`src/rtl/enc_pkg.sv`:
```
// Shared definitions for the 4-to-2 event encoder.
//   NUM_IN  : number of event lines
//   CODE_W  : width of the encoded index
//   state_t : offer FSM states (IDLE = nothing offered, OFFER = D/valid presented)
package enc_pkg;

    localparam int NUM_IN = 4;
    localparam int CODE_W = 2;

    typedef enum logic [0:0] {
        IDLE  = 1'b0,
        OFFER = 1'b1
    } state_t;

endpackage

```
`src/rtl/rr_pick4.sv`:
```
// Combinational picker over the pending vector.
//   req  : pending request bits
//   last : index accepted most recently
//   mode : 1 = rotating priority starting at last+1, 0 = lowest index wins
//   idx  : chosen index (0 when nothing is requested)
//   any  : at least one request present
module rr_pick4
    import enc_pkg::*;
(
    input  logic [NUM_IN-1:0] req,
    input  logic [CODE_W-1:0] last,
    input  logic              mode,
    output logic [CODE_W-1:0] idx,
    output logic              any
);

    logic [CODE_W-1:0] start;
    logic [CODE_W-1:0] cand;
    logic              found;

    // NOTE: every signal written here gets a default first, so no path leaves
    // it unassigned and no latch is inferred.
    always_comb begin
        start = mode ? (last + CODE_W'(1)) : '0;
        cand  = '0;
        idx   = '0;
        found = 1'b0;
        any   = |req;
        // The CODE_W-bit add wraps naturally, giving the mod-4 circular search.
        for (int i = 0; i < NUM_IN; i++) begin
            cand = start + CODE_W'(i);
            if (!found && req[cand]) begin
                idx   = cand;
                found = 1'b1;
            end
        end
    end

endmodule

```
`src/rtl/event_encoder4x2.sv`:
```
// Event encoder: captures pulses on I into a pending set and offers them one
// at a time as a 2-bit code with a valid/ready handshake.
//   clk      : clock, rising edge
//   rst      : synchronous active-high reset
//   I        : event lines, I[k] requests code k
//   Enable   : capture enable for I
//   D        : offered code (registered)
//   valid    : D holds an offered code (registered)
//   ready    : consumer accepts D when valid && ready
//   pending  : captured, not-yet-accepted events (registered)
//   overflow : sticky lost-event flag (registered)
//   clr_ovf  : clears overflow (a simultaneous loss wins)
module event_encoder4x2
    import enc_pkg::*;
#(
    parameter int ROUND_ROBIN = 1
)
(
    input  logic              clk,
    input  logic              rst,
    input  logic [NUM_IN-1:0] I,
    input  logic              Enable,
    output logic [CODE_W-1:0] D,
    output logic              valid,
    input  logic              ready,
    output logic [NUM_IN-1:0] pending,
    output logic              overflow,
    input  logic              clr_ovf
);

    state_t            state;
    logic [CODE_W-1:0] last;
    logic [NUM_IN-1:0] set_vec;
    logic [NUM_IN-1:0] clr_vec;
    logic              accept;
    logic [CODE_W-1:0] pick_idx;
    logic              pick_any;

    always_comb begin
        set_vec = I & {NUM_IN{Enable}};
        accept  = (state == OFFER) && ready;
        clr_vec = accept ? (NUM_IN'(1) << D) : '0;
    end

    rr_pick4 u_pick (
        .req  (pending),
        .last (last),
        .mode (ROUND_ROBIN != 0),
        .idx  (pick_idx),
        .any  (pick_any)
    );

    // NOTE: sequential state uses non-blocking assignments only, so every
    // register samples the pre-edge values of the others.
    always_ff @(posedge clk) begin
        if (rst) begin
            state    <= IDLE;
            valid    <= 1'b0;
            D        <= '0;
            pending  <= '0;
            overflow <= 1'b0;
            // Start from the top index so index 0 has first rotating priority.
            last     <= CODE_W'(NUM_IN - 1);
        end else begin
            // New events win over the clear of the code being accepted, which
            // re-arms that line rather than losing the event.
            pending <= set_vec | (pending & ~clr_vec);

            // An event is lost only if its line is already pending and is not
            // being freed on this same edge.
            if (|(set_vec & pending & ~clr_vec))
                overflow <= 1'b1;
            else if (clr_ovf)
                overflow <= 1'b0;

            unique case (state)
                IDLE: begin
                    if (pick_any) begin
                        state <= OFFER;
                        valid <= 1'b1;
                        D     <= pick_idx;
                    end
                end
                OFFER: begin
                    // Accept always returns to IDLE, giving one bubble cycle
                    // in which the picker sees the updated pending and last.
                    if (ready) begin
                        state <= IDLE;
                        valid <= 1'b0;
                        last  <= D;
                    end
                end
                default: begin
                    state <= IDLE;
                    valid <= 1'b0;
                end
            endcase
        end
    end

endmodule

```
`config.mk`:
```
export PLATFORM = sky130hd
export DESIGN_NAME = event_encoder4x2
export DESIGN_NICKNAME = d
export VERILOG_FILES = /design/src/rtl/enc_pkg.sv /design/src/rtl/rr_pick4.sv /design/src/rtl/event_encoder4x2.sv
export SDC_FILE = /design/constraint.sdc
export NUM_CORES = 1
export LEC_CHECK = 0
export ABC_CLOCK_PERIOD_IN_PS = 1600
export CAP_MARGIN = 30
export CELL_PAD_IN_SITES_DETAIL_PLACEMENT = 1
export CELL_PAD_IN_SITES_GLOBAL_PLACEMENT = 1
export CORE_MARGIN = 8
export CORE_UTILIZATION = 25
export DETAILED_ROUTE_END_ITERATION = 7
export PLACE_DENSITY = 0.72
export SETUP_SLACK_MARGIN = 0.1
export SLEW_MARGIN = 5
export SYNTH_ARGS = -nofsm -noshare
export SYNTH_HDL_FRONTEND = slang
export SYNTH_SLANG_ARGS = --single-unit
export TNS_END_PERCENT = 5
```
`constraint.sdc`:
```
create_clock -name clk -period 1.6 [get_ports clk]
set_input_delay 0.32 -clock clk [delete_from_list [all_inputs] [get_ports clk]]
set_output_delay 0.32 -clock clk [all_outputs]
set_load 0.02 [all_outputs]
```
; ---- Word level (Yosys, flattened, before mapping)
; Index checks and enable logic that the tools add are counted.
[op_classes]
n_bitwise = 7
eq_ne = 2
order_cmp = 4
addsub = 4
n_shift = 1
n_reduce_logical = 13
muxes = 24
[ops]
columns = op, count
row1 = $and 4x4->4, 4
row2 = $mux 1, 13
row3 = $lt 2x3->1 const B, 4
row4 = $bmux 1 s2, 4
row5 = $mux 2, 4
row6 = $reduce_or 4->1, 2
row7 = $reduce_and 2->1, 3
row8 = $add 2x1->2 const B, 2
row9 = $add 2x2->2 const B, 2
row10 = $logic_and 1x1->1, 4
row11 = $mux 4, 1
row12 = $ne 2x2->1 const B, 2
row13 = $not 4->4, 1
row14 = $or 4x4->4, 1
row15 = $pmux 1 s2, 2
row16 = $shl 1x2->4 const A, 1
row17 = $logic_not 1->1, 3
row18 = $reduce_bool 2->1, 1
row19 = $not 1->1, 1
[word_totals]
ff_bits = 11
wordCells = 61
output_inout_bits = 8

; ---- Longest topological paths before layout
[depth]
depth_word = 13
depth_mapped = 5
depth_no_buf = 4

; ---- Hierarchy
; From an unflattened synthesis, not the netlist that was laid out.
[unflattened]
cells_unflattened = 98
hier_area_um2 = 817.0
[by_module_without_submodules]
columns = module, seq_area_each_um2, instances, cells_per_inst, area_each_um2
row1 = event_encoder4x2, 220.2, 1, 51, 455.4
row2 = rr_pick4, 0.0, 1, 47, 361.6

; ---- Worst setup path after synthesis
; No wires, ideal clock.
[synth_path]
path_kind = register to register
start = register pending[3]
end = register D[1]
arrival_time_ns = 1.193
path_buffers = 0
period_less_slack_ns = 1.260
slack_ns = 0.340
stages_incl_launch_ff = 5
required_ns = 1.533
cell_sequence = dfxtp_1 > nand2_1 > a311o_1 > a21o_1 > a21oi_2
[synth_between]
elab_chain_cells = 12
[synth_rtl]
columns = item, line
row1 = from (decl), event_encoder4x2.sv:26  ; output logic [NUM_IN-1:0] pending,
row2 = from (signal assigned), event_encoder4x2.sv:67  ; pending <= set_vec | (pending & ~clr_vec);
row3 = $bmux 1 s2, rr_pick4.sv:32  ; if (!found && req[cand]) begin
row4 = $mux 1 (implied by the code), rr_pick4.sv:32
row5 = $mux 1, rr_pick4.sv:32
row6 = $logic_not 1->1, rr_pick4.sv:32
row7 = $logic_and 1x1->1, rr_pick4.sv:32
row8 = $mux 1, rr_pick4.sv:32
row9 = $logic_not 1->1, rr_pick4.sv:32
row10 = $logic_and 1x1->1, rr_pick4.sv:32
row11 = $mux 1, rr_pick4.sv:32
row12 = $logic_not 1->1, rr_pick4.sv:32
row13 = $logic_and 1x1->1, rr_pick4.sv:32
row14 = $mux 2, rr_pick4.sv:32
row15 = to (signal assigned), event_encoder4x2.sv:81  ; D <= pick_idx;
row16 = to (decl), event_encoder4x2.sv:23  ; output logic [CODE_W-1:0] D,
; Several ways; a longest one is shown, not always the timed one. The select of a mux whose other input is x is not followed.
; A chain may end at the register's enable or synchronous reset.

; ---- Final worst setup path
[layout_path]
start = input port ready
end = register overflow
[layout_between]
elab_chain_cells = 6
[layout_rtl]
columns = item, line
row1 = from (decl), event_encoder4x2.sv:25  ; input logic ready,
row2 = $logic_and 1x1->1 *, event_encoder4x2.sv:41  ; accept = (state == OFFER) && ready;
row3 = $mux 4 *, event_encoder4x2.sv:42  ; clr_vec = accept ? (NUM_IN'(1) << D) : '0;
row4 = $not 4->4 *, event_encoder4x2.sv:71  ; if (|(set_vec & pending & ~clr_vec))
row5 = $and 4x4->4 *, event_encoder4x2.sv:71
row6 = $reduce_or 4->1 *, event_encoder4x2.sv:71
row7 = $mux 1 / $reduce_bool 2->1 (equally long branches), -
row8 = to (signal assigned), event_encoder4x2.sv:61  ; overflow <= 1'b0;
row9 = to (signal assigned), event_encoder4x2.sv:72  ; overflow <= 1'b1;
row10 = to (signal assigned), event_encoder4x2.sv:74  ; overflow <= 1'b0;
row11 = to (decl), event_encoder4x2.sv:27  ; output logic overflow,
; Every way passes the cells marked *; elsewhere a longest branch is shown, timed or not.

==> flow_metrics.env <==
export IMPL_grt_use_total_pct=9.21
export IMPL_grt_overflow_total=0
export IMPL_max_freq_mhz=696
export IMPL_io_pins=17
export IMPL_clock_path_buffers=2
export IMPL_path_class="in -> reg"
export IMPL_seq_power_share_pct=46.0
export IMPL_syn_avg_cell_area_um2=8.37
export IMPL_gp_congestion=0.710
export IMPL_netlist_area_um2=536
export IMPL_power_leakage_nw=0.340
export IMPL_hold_buffers=0
export IMPL_setup_viol_count_final=0
export IMPL_synthTopCellsByArea="dfxtp_1 (41%), nor2_1 (4.9%), a21oi_1 (4.7%)"
export IMPL_maxSlewHeadroom_pct=70.1
export IMPL_clkTransAtPathRegs_ns=0.07
export IMPL_numCtsBuffers=3
export IMPL_crit_path_start_kind="input pin"
export IMPL_cp_end_kind="flop"
export IMPL_slowest_delay_ns=0.55
export IMPL_synth_top_cell_area_share_pct=41.1
export IMPL_finalHoldViolCount=0
export IMPL_rsz0062_at_grt="no"
export IMPL_nNetsFinal=100
export IMPL_vias=587
export IMPL_fin_setup_tns_ns=0
export IMPL_cpLargestDelayFamily="compound AO/OA/AOI/OAI gates"
export IMPL_clock_sinks=11
export IMPL_core_area_um2=2000
export IMPL_place_hpwl_um=1430
export IMPL_ys_types=30
export IMPL_skew_ns=0.00459
export IMPL_power_switching_w=0.000226
export IMPL_cp_cell_sequence="clkdlybuf4s50_1 -> nand2_2 -> o31a_1 -> a32oi_1 -> a41oi_1"
export IMPL_cp_buffers_inverters=1
export IMPL_fp_dieArea_um2=3880
export IMPL_internal_power_w=0.000489
export IMPL_drive_gt1_share_pct=17.8
export IMPL_start_util_pct=26.8
export IMPL_routedWlPerCell_um=14.9
export IMPL_async_reset_ff_share_pct=0
export IMPL_die_height_um=62.3
export IMPL_avgViaCountPerCell=5.02
export IMPL_sw_frac_of_total_pct=31.7
export IMPL_first_pass_iters=4
export IMPL_area_growth_syn_to_layout_pct=50.2
export IMPL_synth_nets=73
export IMPL_slowest_stage="clkdlybuf4s50_1"
export IMPL_cp_required_ns=1.73
export IMPL_grt_antenna_before_repair=0
export IMPL_synth_most_common_cell="dfxtp_1"
export IMPL_ys_seq_area_share_pct=41.1
export IMPL_peakVddDrop_mv=0.325
export IMPL_drc=0
export IMPL_fillers=259
export IMPL_drt_initial_drc_count=11
export IMPL_period_needed_ns=1.44
export IMPL_pwr_density_cell_nw_per_um2=889
export IMPL_place_port_buffers=16
export IMPL_clk_latency_ns=0.27
export IMPL_grt_pass1_vias=662
export IMPL_clock_power_share_pct=27.1
export IMPL_grt_start_max_net_pins=12
export IMPL_synth_top_cell_by_area="dfxtp_1"
export IMPL_synth_edf_count=0
export IMPL_drv_slew=0
export IMPL_cts_tree="done"
export IMPL_critPathMaxFanout=4
export IMPL_die_w_um=62.3
export IMPL_htreeDepth=1
export IMPL_post_cts_setup_buffers=0
export IMPL_cp_data_arrival_time_ns=1.57
export IMPL_grt_pass1_wl_um=2930
export IMPL_yosys_warnings=0
export IMPL_pwr_share_comb_pct=26.9
export IMPL_power_w=0.000715
export IMPL_hold_path_class="reg -> reg"
export IMPL_maxCapViolations=0
export IMPL_totalWireLength_um=1740
export IMPL_rows=16
export IMPL_synth_seq_cells=11
export IMPL_final_util_pct=40.2
export IMPL_ant_nets=0
export IMPL_synth_ff_type="dfxtp_1"
export IMPL_synth_commonest_cells="dfxtp_1 (11), nor2_1 (7), a21oi_1 (5)"
export IMPL_n_antenna_cell=0
export IMPL_status="complete, no violations"
export IMPL_clockRootBuffer="clkbuf_4"
export IMPL_syn_inst=64
export IMPL_worst_pin_slew_ns=0.447
export IMPL_fin_crit_sh_pct=89.8
## routing by layer
| metal | global-route usage [%] | routed length, um | part of all wire, % |
|---|---|---|---|
| met5 | 0 | 0 | 0 |
| met2 | 16.8 | 928 | 53 |
| met3 | 1.79 | 40 | 2.3 |
| met4 | 7.12 | 37 | 2.1 |
| met1 | 8.85 | 734 | 42 |
## cell usage in the layout (no fill, tap or decap)
cell type and instances:
a22oi_1 2, a311o_1 1, nand4b_1 1, mux2i_1 1, and3_2 1, nor4_2 1
buf_4 9, nand2_1 3, nor2_1 7, and3_1 1, o21ai_1 1, clkbuf_1 1
nand3_1 1, inv_1 3, a211o_1 1, a21o_1 2, clkdlybuf4s50_1 8, a21oi_2 1
dlygate4sd2_1 8, o2111ai_1 1, dfxtp_1 11, clkbuf_4 3, o22ai_1 1, nand2b_1 2
o31a_1 1, nor2b_1 2, a32oi_1 1, nand4_1 2, a41oi_1 1, nand2_2 1
o21ai_0 4, a211oi_1 2, a21oi_1 5
## power groups by stage
stage               clock [W]  combinational (W)  sequential, W
finish               0.000193           0.000192       0.000329
global route         0.000214           0.000210       0.000334
floorplan                   0          0.0000793       0.000355
CTS                  0.000200           0.000192       0.000329
detailed placement          0           0.000204       0.000336
global placement            0           0.000197       0.000334
## state kept, by name, summed over array words and instances (netlist names)
signal	flops
D	2
last	2
overflow	1
pending	4
state	1
valid	1
## worst reg2reg max path, stage by stage (launching register included)
cell and delay, ns:
dfxtp_1 0.52, nand2_2 0.09, o31a_1 0.27, a32oi_1 0.22, a41oi_1 0.13
## through the flow
stage / hold WS, ns / instances / instance area, um^2 / setup WS [ns]
2_1_floorplan: 0.414 / 64 / 536 / 0.340
3_3_place_gp: 0.473 / 113 / 782 / -0.0611
3_5_place_dp: 0.520 / 113 / 782 / -0.116
4_1_cts: 0.532 / 117 / 798 / 0.153
5_1_grt: 0.557 / 117 / 805 / 0.106
6_report: 0.526 / 117 / 805 / 0.163
## cell type report
type                    instances  area (um^2)  area share, %
inverters                       3         11.3           1.40
clock buffers                   4         26.3           3.27
repair buffers                 25          218           27.1
well taps                      27         33.8           4.20
flip-flops and latches         11          220           27.4
multi-input cells              47          295           36.7
## logic make-up after synthesis
| group | after synthesis | share of synthesized area, % |
|---|---|---|
| buf+inv | 6 | 4.91 |
| mux | 1 | 1.87 |
| flops | 11 | 41.1 |
| simple gates | 22 | 21.5 |
| compound gates | 24 | 30.6 |
## final timing paths
check                   startpoint                     to  slack (ns)  depth (start not counted)
min          overflow$_SDFFE_PP0P_  overflow$_SDFFE_PP0P_        0.53                          2
max                          ready  overflow$_SDFFE_PP0P_        0.16                          5
min reg2reg  overflow$_SDFFE_PP0P_  overflow$_SDFFE_PP0P_        0.53                          2
max reg2reg       state$_SDFF_PP0_  overflow$_SDFFE_PP0P_        0.23                          4
## repair_timing
item	in CTS	in global routing
resized for setup	8	1
setup endpoints to repair	8	4
pin swaps	0	0
Power figures use the tool's default switching activity.
